### config.mk
export PLATFORM = sky130hd
export DESIGN_NAME = delayed_rf_arbiter
export DESIGN_NICKNAME = d
export VERILOG_FILES = /design/src/rtl/delayed_rf_arbiter_pkg.sv /design/src/rtl/delayed_rf_rr_pick.sv /design/src/rtl/delayed_rf_arbiter.sv
export SDC_FILE = /design/constraint.sdc
export NUM_CORES = 1
export LEC_CHECK = 0
export CAP_MARGIN = 20
export CORE_MARGIN = 2
export CORE_UTILIZATION = 58
export CTS_BUF_LIST = sky130_fd_sc_hd__clkbuf_4 sky130_fd_sc_hd__clkbuf_8
export CTS_CLUSTER_SIZE = 8
export DETAILED_ROUTE_END_ITERATION = 8
export MAX_ROUTING_LAYER = met4
export PLACE_DENSITY = 0.86
export SETUP_SLACK_MARGIN = 0.15
export SYNTH_ARGS = -nofsm -noshare
export SYNTH_HDL_FRONTEND = slang
export SYNTH_SLANG_ARGS = --single-unit
export TNS_END_PERCENT = 20
### constraint.sdc
create_clock -name i_clk -period 8.6 [get_ports i_clk]
set_input_delay 1.72 -clock i_clk [delete_from_list [all_inputs] [get_ports i_clk]]
set_output_delay 1.72 -clock i_clk [all_outputs]
set_load 0.02 [all_outputs]
### src/rtl/delayed_rf_arbiter_pkg.sv
// ---------------------------------------------------------------------------
// delayed_rf_arbiter_pkg
// Shared types for the delayed register-file read arbiter.
//   reg_addr_t / uint32_t : register address and data word types
//   delayed_rf_req_t      : one lane's operand read request
//   delayed_rf_resp_t     : one lane's captured operand response
//   addr_merge_t          : distinct-address merge result (count + slots)
// ---------------------------------------------------------------------------
package delayed_rf_arbiter_pkg;

  localparam int ISSUE_NUM  = 2;
  localparam int REG_ADDR_W = 5;

  typedef logic [REG_ADDR_W-1:0] reg_addr_t;
  typedef logic [31:0]           uint32_t;

  typedef struct packed {
    logic            valid;
    logic [1:0]      rs_use;
    reg_addr_t [1:0] rs;
  } delayed_rf_req_t;

  typedef struct packed {
    logic          valid;
    uint32_t [1:0] data;
  } delayed_rf_resp_t;

  // cnt saturates at 3, meaning "more than two distinct addresses"
  typedef struct packed {
    logic [1:0]      cnt;
    reg_addr_t [1:0] addr;
  } addr_merge_t;

  // An operand needs a port read only if it is used and not x0
  function automatic logic operand_live(input logic use_bit, input reg_addr_t addr);
    return use_bit && (addr != '0);
  endfunction

endpackage

### src/rtl/delayed_rf_rr_pick.sv
// ---------------------------------------------------------------------------
// delayed_rf_rr_pick
// Round-robin one-hot picker: the first set bit of i_elig found when
// scanning upward from i_ptr (wrapping) wins.
//   i_elig   : eligible lanes
//   i_ptr    : lane index where the search starts
//   o_onehot : one-hot winner (all zero when nothing is eligible)
//   o_idx    : index of the winner (0 when nothing is eligible)
// ---------------------------------------------------------------------------
module delayed_rf_rr_pick #(
  parameter int N_LANE = 2,
  parameter int LANE_W = 1
) (
  input  logic [N_LANE-1:0] i_elig,
  input  logic [LANE_W-1:0] i_ptr,
  output logic [N_LANE-1:0] o_onehot,
  output logic [LANE_W-1:0] o_idx
);

  logic              w_found;
  int                w_cand;
  logic [LANE_W-1:0] w_cand_idx;

  // Wrapping scan from the pointer; first eligible lane wins
  always_comb begin
    o_onehot   = '0;
    o_idx      = '0;
    w_found    = 1'b0;
    w_cand     = 0;
    w_cand_idx = '0;
    for (int i = 0; i < N_LANE; i++) begin
      w_cand = int'(i_ptr) + i;
      if (w_cand >= N_LANE) begin
        w_cand = w_cand - N_LANE;
      end else begin
        w_cand = w_cand;
      end
      w_cand_idx = w_cand[LANE_W-1:0];
      if (!w_found && i_elig[w_cand_idx]) begin
        w_found              = 1'b1;
        o_onehot[w_cand_idx] = 1'b1;
        o_idx                = w_cand_idx;
      end else begin
        w_found = w_found;
      end
    end
  end

endmodule

### src/rtl/delayed_rf_arbiter.sv
// ---------------------------------------------------------------------------
// delayed_rf_arbiter
// Shares two register-file read ports between N_LANE lanes whose delayed
// instructions need operands. If all eligible lanes together need at most
// two distinct non-zero registers they are all granted; otherwise a single
// round-robin winner is granted. Operands are captured one cycle later and
// kept coherent with write-back until the consumer acks.
// Ports:
//   i_clk, i_rst          : clock, synchronous active-high reset
//   i_flush, i_stall      : drop everything / hold (no grants, frozen valid)
//   i_req_valid/use/rs    : per-lane request, operand-use mask, rs1/rs2
//   o_req_ready           : combinational grant
//   o_resp_valid/data     : registered per-lane operand response
//   i_resp_ack            : consumer accepts the response
//   o_reg_raddr/i_reg_rdata : shared read ports (data combinational)
//   i_wb_we/waddr/wdata   : write-back buses, highest lane has priority
// ---------------------------------------------------------------------------
module delayed_rf_arbiter
  import delayed_rf_arbiter_pkg::*;
#(
  parameter int N_LANE = ISSUE_NUM
) (
  input  logic                        i_clk,
  input  logic                        i_rst,
  input  logic                        i_flush,
  input  logic                        i_stall,
  input  logic [N_LANE-1:0]           i_req_valid,
  input  logic [N_LANE-1:0][1:0]      i_req_use,
  input  reg_addr_t [N_LANE-1:0][1:0] i_req_rs,
  output logic [N_LANE-1:0]           o_req_ready,
  output logic [N_LANE-1:0]           o_resp_valid,
  output uint32_t [N_LANE-1:0][1:0]   o_resp_data,
  input  logic [N_LANE-1:0]           i_resp_ack,
  output reg_addr_t [1:0]             o_reg_raddr,
  input  uint32_t [1:0]               i_reg_rdata,
  input  logic [N_LANE-1:0]           i_wb_we,
  input  reg_addr_t [N_LANE-1:0]      i_wb_waddr,
  input  uint32_t [N_LANE-1:0]        i_wb_wdata
);

  localparam int LANE_W = (N_LANE > 1) ? $clog2(N_LANE) : 1;

  delayed_rf_req_t [N_LANE-1:0]  w_req;
  logic [N_LANE-1:0]             w_elig;
  logic [N_LANE-1:0]             w_win_oh;
  logic [LANE_W-1:0]             w_win_idx;
  logic [N_LANE-1:0]             w_grant;
  addr_merge_t                   w_all;
  addr_merge_t                   w_win;
  reg_addr_t [1:0]               w_ports;
  logic                          w_single;
  uint32_t [N_LANE-1:0][1:0]     w_cap_data;
  logic [N_LANE-1:0][1:0]        w_hold_hit;
  uint32_t [N_LANE-1:0][1:0]     w_hold_data;
  logic                          w_byp_hit;
  uint32_t                       w_byp_data;

  delayed_rf_resp_t [N_LANE-1:0] r_resp;
  reg_addr_t [N_LANE-1:0][1:0]   r_addr;
  logic [LANE_W-1:0]             r_rr_ptr;

  // Order-preserving merge of live addresses over the masked lanes: slot 0
  // gets the first address met scanning lane0.rs1, lane0.rs2, lane1.rs1 ...
  function automatic addr_merge_t merge_addrs(input logic [N_LANE-1:0] mask,
                                              input delayed_rf_req_t [N_LANE-1:0] reqs);
    addr_merge_t m;
    reg_addr_t   a;
    m = '0;
    for (int l = 0; l < N_LANE; l++) begin
      for (int k = 0; k < 2; k++) begin
        a = reqs[l].rs[k];
        if (mask[l] && operand_live(reqs[l].rs_use[k], a)) begin
          if (m.cnt == 2'd0) begin
            m.addr[0] = a;
            m.cnt     = 2'd1;
          end else if ((m.cnt == 2'd1) && (a != m.addr[0])) begin
            m.addr[1] = a;
            m.cnt     = 2'd2;
          end else if ((m.cnt == 2'd2) && (a != m.addr[0]) && (a != m.addr[1])) begin
            m.cnt = 2'd3;
          end else begin
            m.cnt = m.cnt;
          end
        end else begin
          m.cnt = m.cnt;
        end
      end
    end
    return m;
  endfunction

  // Pack requests and decide eligibility (a lane may re-request in the
  // cycle its previous response is acked)
  always_comb begin
    w_req  = '0;
    w_elig = '0;
    for (int l = 0; l < N_LANE; l++) begin
      w_req[l].valid  = i_req_valid[l];
      w_req[l].rs_use = i_req_use[l];
      w_req[l].rs     = i_req_rs[l];
      w_elig[l] = w_req[l].valid && (!r_resp[l].valid || i_resp_ack[l]) &&
                  !i_stall && !i_flush && !i_rst;
    end
  end

  delayed_rf_rr_pick #(
    .N_LANE (N_LANE),
    .LANE_W (LANE_W)
  ) u_rr_pick (
    .i_elig   (w_elig),
    .i_ptr    (r_rr_ptr),
    .o_onehot (w_win_oh),
    .o_idx    (w_win_idx)
  );

  // Grant selection and read-port address assignment
  always_comb begin
    w_all   = merge_addrs(w_elig, w_req);
    w_win   = merge_addrs(w_win_oh, w_req);
    w_grant = '0;
    w_ports = '0;
    if (w_all.cnt <= 2'd2) begin
      w_grant = w_elig;
      w_ports = w_all.addr;
    end else begin
      w_grant    = w_win_oh;
      w_ports[0] = w_win.addr[0];
      w_ports[1] = (w_win.cnt == 2'd2) ? w_win.addr[1] : '0;
    end
    // A lone grant is always the picker's winner, so its index is w_win_idx
    w_single = ($countones(w_grant) == 1);
  end

  assign o_req_ready = w_grant;
  assign o_reg_raddr = w_ports;

  // Capture values (zero / write-back bypass / port data) and write-back
  // hits against held response addresses; later lanes override earlier ones
  always_comb begin
    w_cap_data  = '0;
    w_hold_hit  = '0;
    w_hold_data = '0;
    w_byp_hit   = 1'b0;
    w_byp_data  = '0;
    for (int l = 0; l < N_LANE; l++) begin
      for (int k = 0; k < 2; k++) begin
        w_byp_hit  = 1'b0;
        w_byp_data = '0;
        for (int j = 0; j < N_LANE; j++) begin
          if (i_wb_we[j] && (i_wb_waddr[j] == w_req[l].rs[k])) begin
            w_byp_hit  = 1'b1;
            w_byp_data = i_wb_wdata[j];
          end else begin
            w_byp_hit = w_byp_hit;
          end
          if (i_wb_we[j] && (r_addr[l][k] != '0) && (i_wb_waddr[j] == r_addr[l][k])) begin
            w_hold_hit[l][k]  = 1'b1;
            w_hold_data[l][k] = i_wb_wdata[j];
          end else begin
            w_hold_hit[l][k] = w_hold_hit[l][k];
          end
        end
        if (!operand_live(w_req[l].rs_use[k], w_req[l].rs[k])) begin
          w_cap_data[l][k] = '0;
        end else if (w_byp_hit) begin
          w_cap_data[l][k] = w_byp_data;
        end else if (w_req[l].rs[k] == w_ports[0]) begin
          w_cap_data[l][k] = i_reg_rdata[0];
        end else begin
          w_cap_data[l][k] = i_reg_rdata[1];
        end
      end
    end
  end

  // Response registers, held-operand coherence and round-robin pointer
  always_ff @(posedge i_clk) begin
    if (i_rst) begin
      r_rr_ptr <= '0;
      for (int l = 0; l < N_LANE; l++) begin
        r_resp[l] <= '0;
        r_addr[l] <= '0;
      end
    end else begin
      for (int l = 0; l < N_LANE; l++) begin
        if (w_grant[l]) begin
          r_resp[l].valid <= 1'b1;
          r_resp[l].data  <= w_cap_data[l];
          for (int k = 0; k < 2; k++) begin
            r_addr[l][k] <= operand_live(w_req[l].rs_use[k], w_req[l].rs[k]) ?
                            w_req[l].rs[k] : '0;
          end
        end else if (i_flush) begin
          r_resp[l].valid <= 1'b0;
        end else if (r_resp[l].valid && (i_stall || !i_resp_ack[l])) begin
          // Held response: keep valid, track write-back to its registers
          for (int k = 0; k < 2; k++) begin
            if (w_hold_hit[l][k]) begin
              r_resp[l].data[k] <= w_hold_data[l][k];
            end else begin
              r_resp[l].data[k] <= r_resp[l].data[k];
            end
          end
        end else begin
          r_resp[l].valid <= 1'b0;
        end
      end
      if (w_single) begin
        r_rr_ptr <= (w_win_idx == LANE_W'(N_LANE - 1)) ? '0 : (w_win_idx + LANE_W'(1));
      end else begin
        r_rr_ptr <= r_rr_ptr;
      end
    end
  end

  // Registered response outputs
  always_comb begin
    o_resp_valid = '0;
    o_resp_data  = '0;
    for (int l = 0; l < N_LANE; l++) begin
      o_resp_valid[l] = r_resp[l].valid;
      o_resp_data[l]  = r_resp[l].data;
    end
  end

endmodule

==> results.ini, run 1 <==
[status]
outcome = did not finish
lastStage = 5_2_route
error = [ERROR DRT-0255] Maze Route cannot find path of net i_clk in worker of routeBox ( 144900 48300 ) ( 165295 96600 ).

[global_route]
grt_use_total_pct = 50.3
antenna_found_initial = 1
grt_pass1_vias = 18800
grt_pass1_wl_um = 104000
grt_max_degree = 88
grt.overflow.total = 0

[synth]
synth_edf_count = 0
async_flop_share_pct = 0
ys_warn_count = 0
syn_avg_cell_area_um2 = 7.23
ys_ff_latch = 151
syn_nets = 2258
synthCells = 2086
ys.flop_type = dfxtp_1
yosysUniqueCellTypes = 79
yosysSeqAreaShare_pct = 20.0
synthesis.area_um2 = 15100

[floorplanning]
die_height_um = 165
die_x_um = 165
start_util_pct = 58.6
io_pins = 314
rows = 59

[placement]
place.gp.congestion = 1.04
dpl_worst_slack_ns = 0.501
io_buffers = 313
dp_hpwl_um = 44800

[clocking]
cts.sinks = 151
cts_buffers = 17
cts_setup_buffers = 0
postCtsHoldBufs = 0
ctsResizeCount = 0
clockBufferDepth = 2
h-tree-depth = 4
clockRootBuffer = clkbuf_8

metrics by stage:
step / utilization, % / hold slack (ns) / std cells / instance area, um^2
after detailed placement: 71.4 / 0.520 / 2551 / 18400
after global routing: 73.6 / 0.546 / 2589 / 19000
after floorplan: - / 0.524 / 2086 / 15100
after CTS: 73.1 / 0.537 / 2583 / 18800
after global placement: 71.4 / 0.516 / 2551 / 18400
cell usage after synthesis, types with 4 or more instances:
cell | n | area, um^2
xnor2_1 | 50 | 438
o211ai_1 | 38 | 285
buf_1 | 36 | 135
or3_1 | 13 | 81.3
nand4_1 | 9 | 56.3
nand2b_1 | 38 | 238
clkbuf_1 | 195 | 732
a31oi_1 | 8 | 50.1
a22o_1 | 4 | 35.0
nor4_1 | 17 | 106
nand3b_1 | 10 | 75.1
nand3_1 | 19 | 95.1
buf_2 | 19 | 95.1
or4_1 | 8 | 60.1
mux2_2 | 31 | 349
xor2_1 | 55 | 482
mux2_4 | 30 | 450
o21a_1 | 4 | 30.0
mux2i_1 | 167 | 1670
o221ai_1 | 100 | 876
nor2_1 | 224 | 841
nand2_1 | 201 | 754
inv_1 | 16 | 60.1
o2111ai_1 | 5 | 43.8
a211oi_2 | 30 | 375
a21oi_1 | 116 | 581
o21ai_1 | 13 | 65.1
nor2b_1 | 5 | 31.3
and3_1 | 10 | 62.6
o22ai_1 | 69 | 432
o21ai_0 | 162 | 811
a22oi_1 | 21 | 158
buf_6 | 10 | 113
a211oi_1 | 37 | 278
and2_1 | 7 | 43.8
nor3_1 | 98 | 490
dfxtp_1 | 151 | 3020
per-layer routing:
layer  GRT usage, %
met4           33.2
met5              -
met2           73.0
met1           59.7
met3           16.3
cell families after synthesis:
group	count (synthesis)	share of synthesized area (%)
flops	151	20.0
compound gates	648	29.3
xor+xnor	105	6.09
mux	231	16.6
simple gates	674	20.4
buf+inv	277	7.55
==> run 2: changes to the inputs <==
--- a/config.mk
+++ b/config.mk
@@ -7,13 +7,9 @@
 export LEC_CHECK = 0
 export CAP_MARGIN = 20
 export CORE_MARGIN = 2
-export CORE_UTILIZATION = 58
-export CTS_BUF_LIST = sky130_fd_sc_hd__clkbuf_4 sky130_fd_sc_hd__clkbuf_8
-export CTS_CLUSTER_SIZE = 8
+export CORE_UTILIZATION = 40
 export DETAILED_ROUTE_END_ITERATION = 8
-export MAX_ROUTING_LAYER = met4
-export PLACE_DENSITY = 0.86
-export SETUP_SLACK_MARGIN = 0.15
+export PLACE_DENSITY_LB_ADDON = 0.15
 export SYNTH_ARGS = -nofsm -noshare
 export SYNTH_HDL_FRONTEND = slang
 export SYNTH_SLANG_ARGS = --single-unit
==> results.ini, run 2 <==
[status]
outcome = completed

[job]
cap_violations = 0

[clocking]
worstSkewPairLatency_ns = 0.46
cts.clk_slew.worst_paths_ns = 0.06
cts_buffers = 17
cts.sinks = 151
postCtsHoldBufs = 0
ctsResizeCount = 0
clockRootBuffer = clkbuf_16
h-tree-depth = 4
clockBufferDepth = 2
cts_setup_buffers = 0
tritoncts = built

[synth]
ys_warn_count = 0
ys_ff_latch = 151
synthesis.area_um2 = 15100
synthCells = 2086
yosysSeqAreaShare_pct = 20.0
synth_edf_count = 0
ys.flop_type = dfxtp_1
synth_area_leaders = dfxtp_1 20%, mux2i_1 11%, o221ai_1 5.8%, nor2_1 5.6%, o21ai_0 5.4%
syn_avg_cell_area_um2 = 7.23
yosys.area.top_type_share_pct = 20.0
yosysTopAreaCell = dfxtp_1
synthTopCellsByCount = 224 x nor2_1, 201 x nand2_1, 195 x clkbuf_1, 167 x mux2i_1, 162 x o21ai_0
async_flop_share_pct = 0
yosysMostFrequentCell = nor2_1
yosysUniqueCellTypes = 79
syn_nets = 2258

[critical_path]
crit_arrival_ns = 6.43
cp_slowest_stage_delay_ns = 0.98
critical_path.slowest_cell = clkdlybuf4s50_1
cp_max_fo = 20
crit_path_end_kind = output pin
critPathRequiredTime_ns = 6.88
setup.worst_path.class = in -> out
cp_cell_sequence = clkdlybuf4s50_1, nand2_1, o2111ai_1, o2111ai_1, a221oi_2, and3_1, nor4_1, a2111oi_2, nor4b_4, a21oi_4, buf_4, buf_4, a22o_1, or2_2, clkdlybuf4s50_1
critPathLaunchType = primary input

[drt]
drtPass1Iterations = 6
drt_iter0_markers = 1833
vias_per_cell = 6.54
wire_per_inst_um = 26.4
vias = 18008
routed_wl_um = 72700
drc = 0
antenna_left = 0

[global_route]
grt_pass1_wl_um = 108000
grt.overflow.total = 0
grt_use_total_pct = 36.1
antenna_found_initial = 3
grt_pass1_vias = 17317
grt_max_degree = 121

[layout]
fillers = 3669
layout_common_cells = 312 x clkdlybuf4s50_1, 218 x nor2_1, 194 x nand2_1
layout_commonest_cell = clkdlybuf4s50_1
final_nets = 2400
drive_gt1_share_pct = 10.7
largest_register_ffs = 128
syn_to_final_growth_pct = 27.4

[power]
p_leak_nw = 6.96
p_per_area_nw_per_um2 = 111
irDropWorstVdd_v = 0.000161

[floorplanning]
die_height_um = 198
core-area_um2 = 37400
die_x_um = 198
rows = 71
io_pins = 314
start_util_pct = 40.3
dieArea_um2 = 39300

[sta]
finalClockSkew_ns = 0.0131
post-route-period-util_pct = 94.7
worst_slew_pin_slew_ns = 1.21
maxSlewViolCount = 0
maxSlewHeadroom_pct = 19.3
clock.fmax_ghz = 0.123
period_minus_slack_ns = 8.15
hold_viol_final = 0
grt_setup_unrepaired = false
whs_ns = 0.529
setup_viol = 0
tns_ns = 0

[placement]
dp_hpwl_um = 45600
place.gp.congestion = 0.964
io_buffers = 313

[hold_path]
hold_path_class = reg -> reg

[run 2: critical path: cells and delay by family]
kind / cells / cell delay (ns)
and+or+nand+nor: 5 / 1.44
AOI/OAI and AO/OA: 6 / 1.36
buffers and inverters: 4 / 1.90
[run 2: final cells by class]
class / instances / area (um^2) / share of cell area (%)
Antenna cell: 3 / 7.51 / 0.0390
Clock buffer: 24 / 472 / 2.45
Clock inverter: 7 / 120 / 0.625
Inverter: 17 / 63.8 / 0.332
Multi-Input combinational cell: 1658 / 11100 / 57.9
Sequential cell: 151 / 3020 / 15.7
Tap cell: 511 / 639 / 3.32
Timing Repair Buffer: 383 / 3770 / 19.6
[run 2: metrics by stage]
| step | utilization (%) | instances | setup slack [ns] | total power, mW | instance area (um^2) |
|---|---|---|---|---|---|
| 2_1_floorplan | - | 2086 | 1.71 | 1.08 | 15100 |
| 3_3_place_gp | 49.6 | 2717 | 0.551 | 1.31 | 18600 |
| 3_5_place_dp | 49.7 | 2719 | 0.477 | 1.32 | 18600 |
| 4_1_cts | 51.3 | 2750 | 0.478 | 2.13 | 19200 |
| 5_1_grt | 51.4 | 2752 | 0.209 | 2.20 | 19200 |
| 6_report | 51.4 | 2754 | 0.455 | 2.14 | 19200 |
[run 2: power by group]
part	leakage, nW	switching, mW	internal [mW]
combinational	5.45	0.340	0.249
sequential	1.22	0.0147	0.719
clock	0.284	0.343	0.471
[run 2: routing by layer]
metal | wire [um] | GRT usage, % | vias to the layer above
met1 | 29900 | 47.7 | 8649
li1 | - | - | 7942
met5 | 13 | 0 | -
met4 | 2660 | 15.4 | 2
met2 | 32400 | 57.2 | 1190
met3 | 7690 | 6.97 | 225
[run 2: path summary, 6_finish.rpt]
kind | start | to | slack [ns] | cells after the start
max | i_req_use[1] | o_reg_raddr[4] | 0.45 | 15
min | o_resp_data[119] | o_resp_data[119] | 0.53 | 2
max reg2reg | o_resp_valid[0] | o_resp_data[63] | 2.99 | 20
min reg2reg | o_resp_data[119] | o_resp_data[119] | 0.53 | 2
[run 2: kinds of logic after synthesis]
family                    Yosys count  share of synthesized area [%]
and+or+nand+nor                   674                           20.4
AOI/OAI and AO/OA                 648                           29.3
buffers and inverters             277                           7.55
muxes                             231                           16.6
DFF                               151                           20.0
xor gates and xnor gates          105                           6.09
Power figures use the tool's default switching activity.
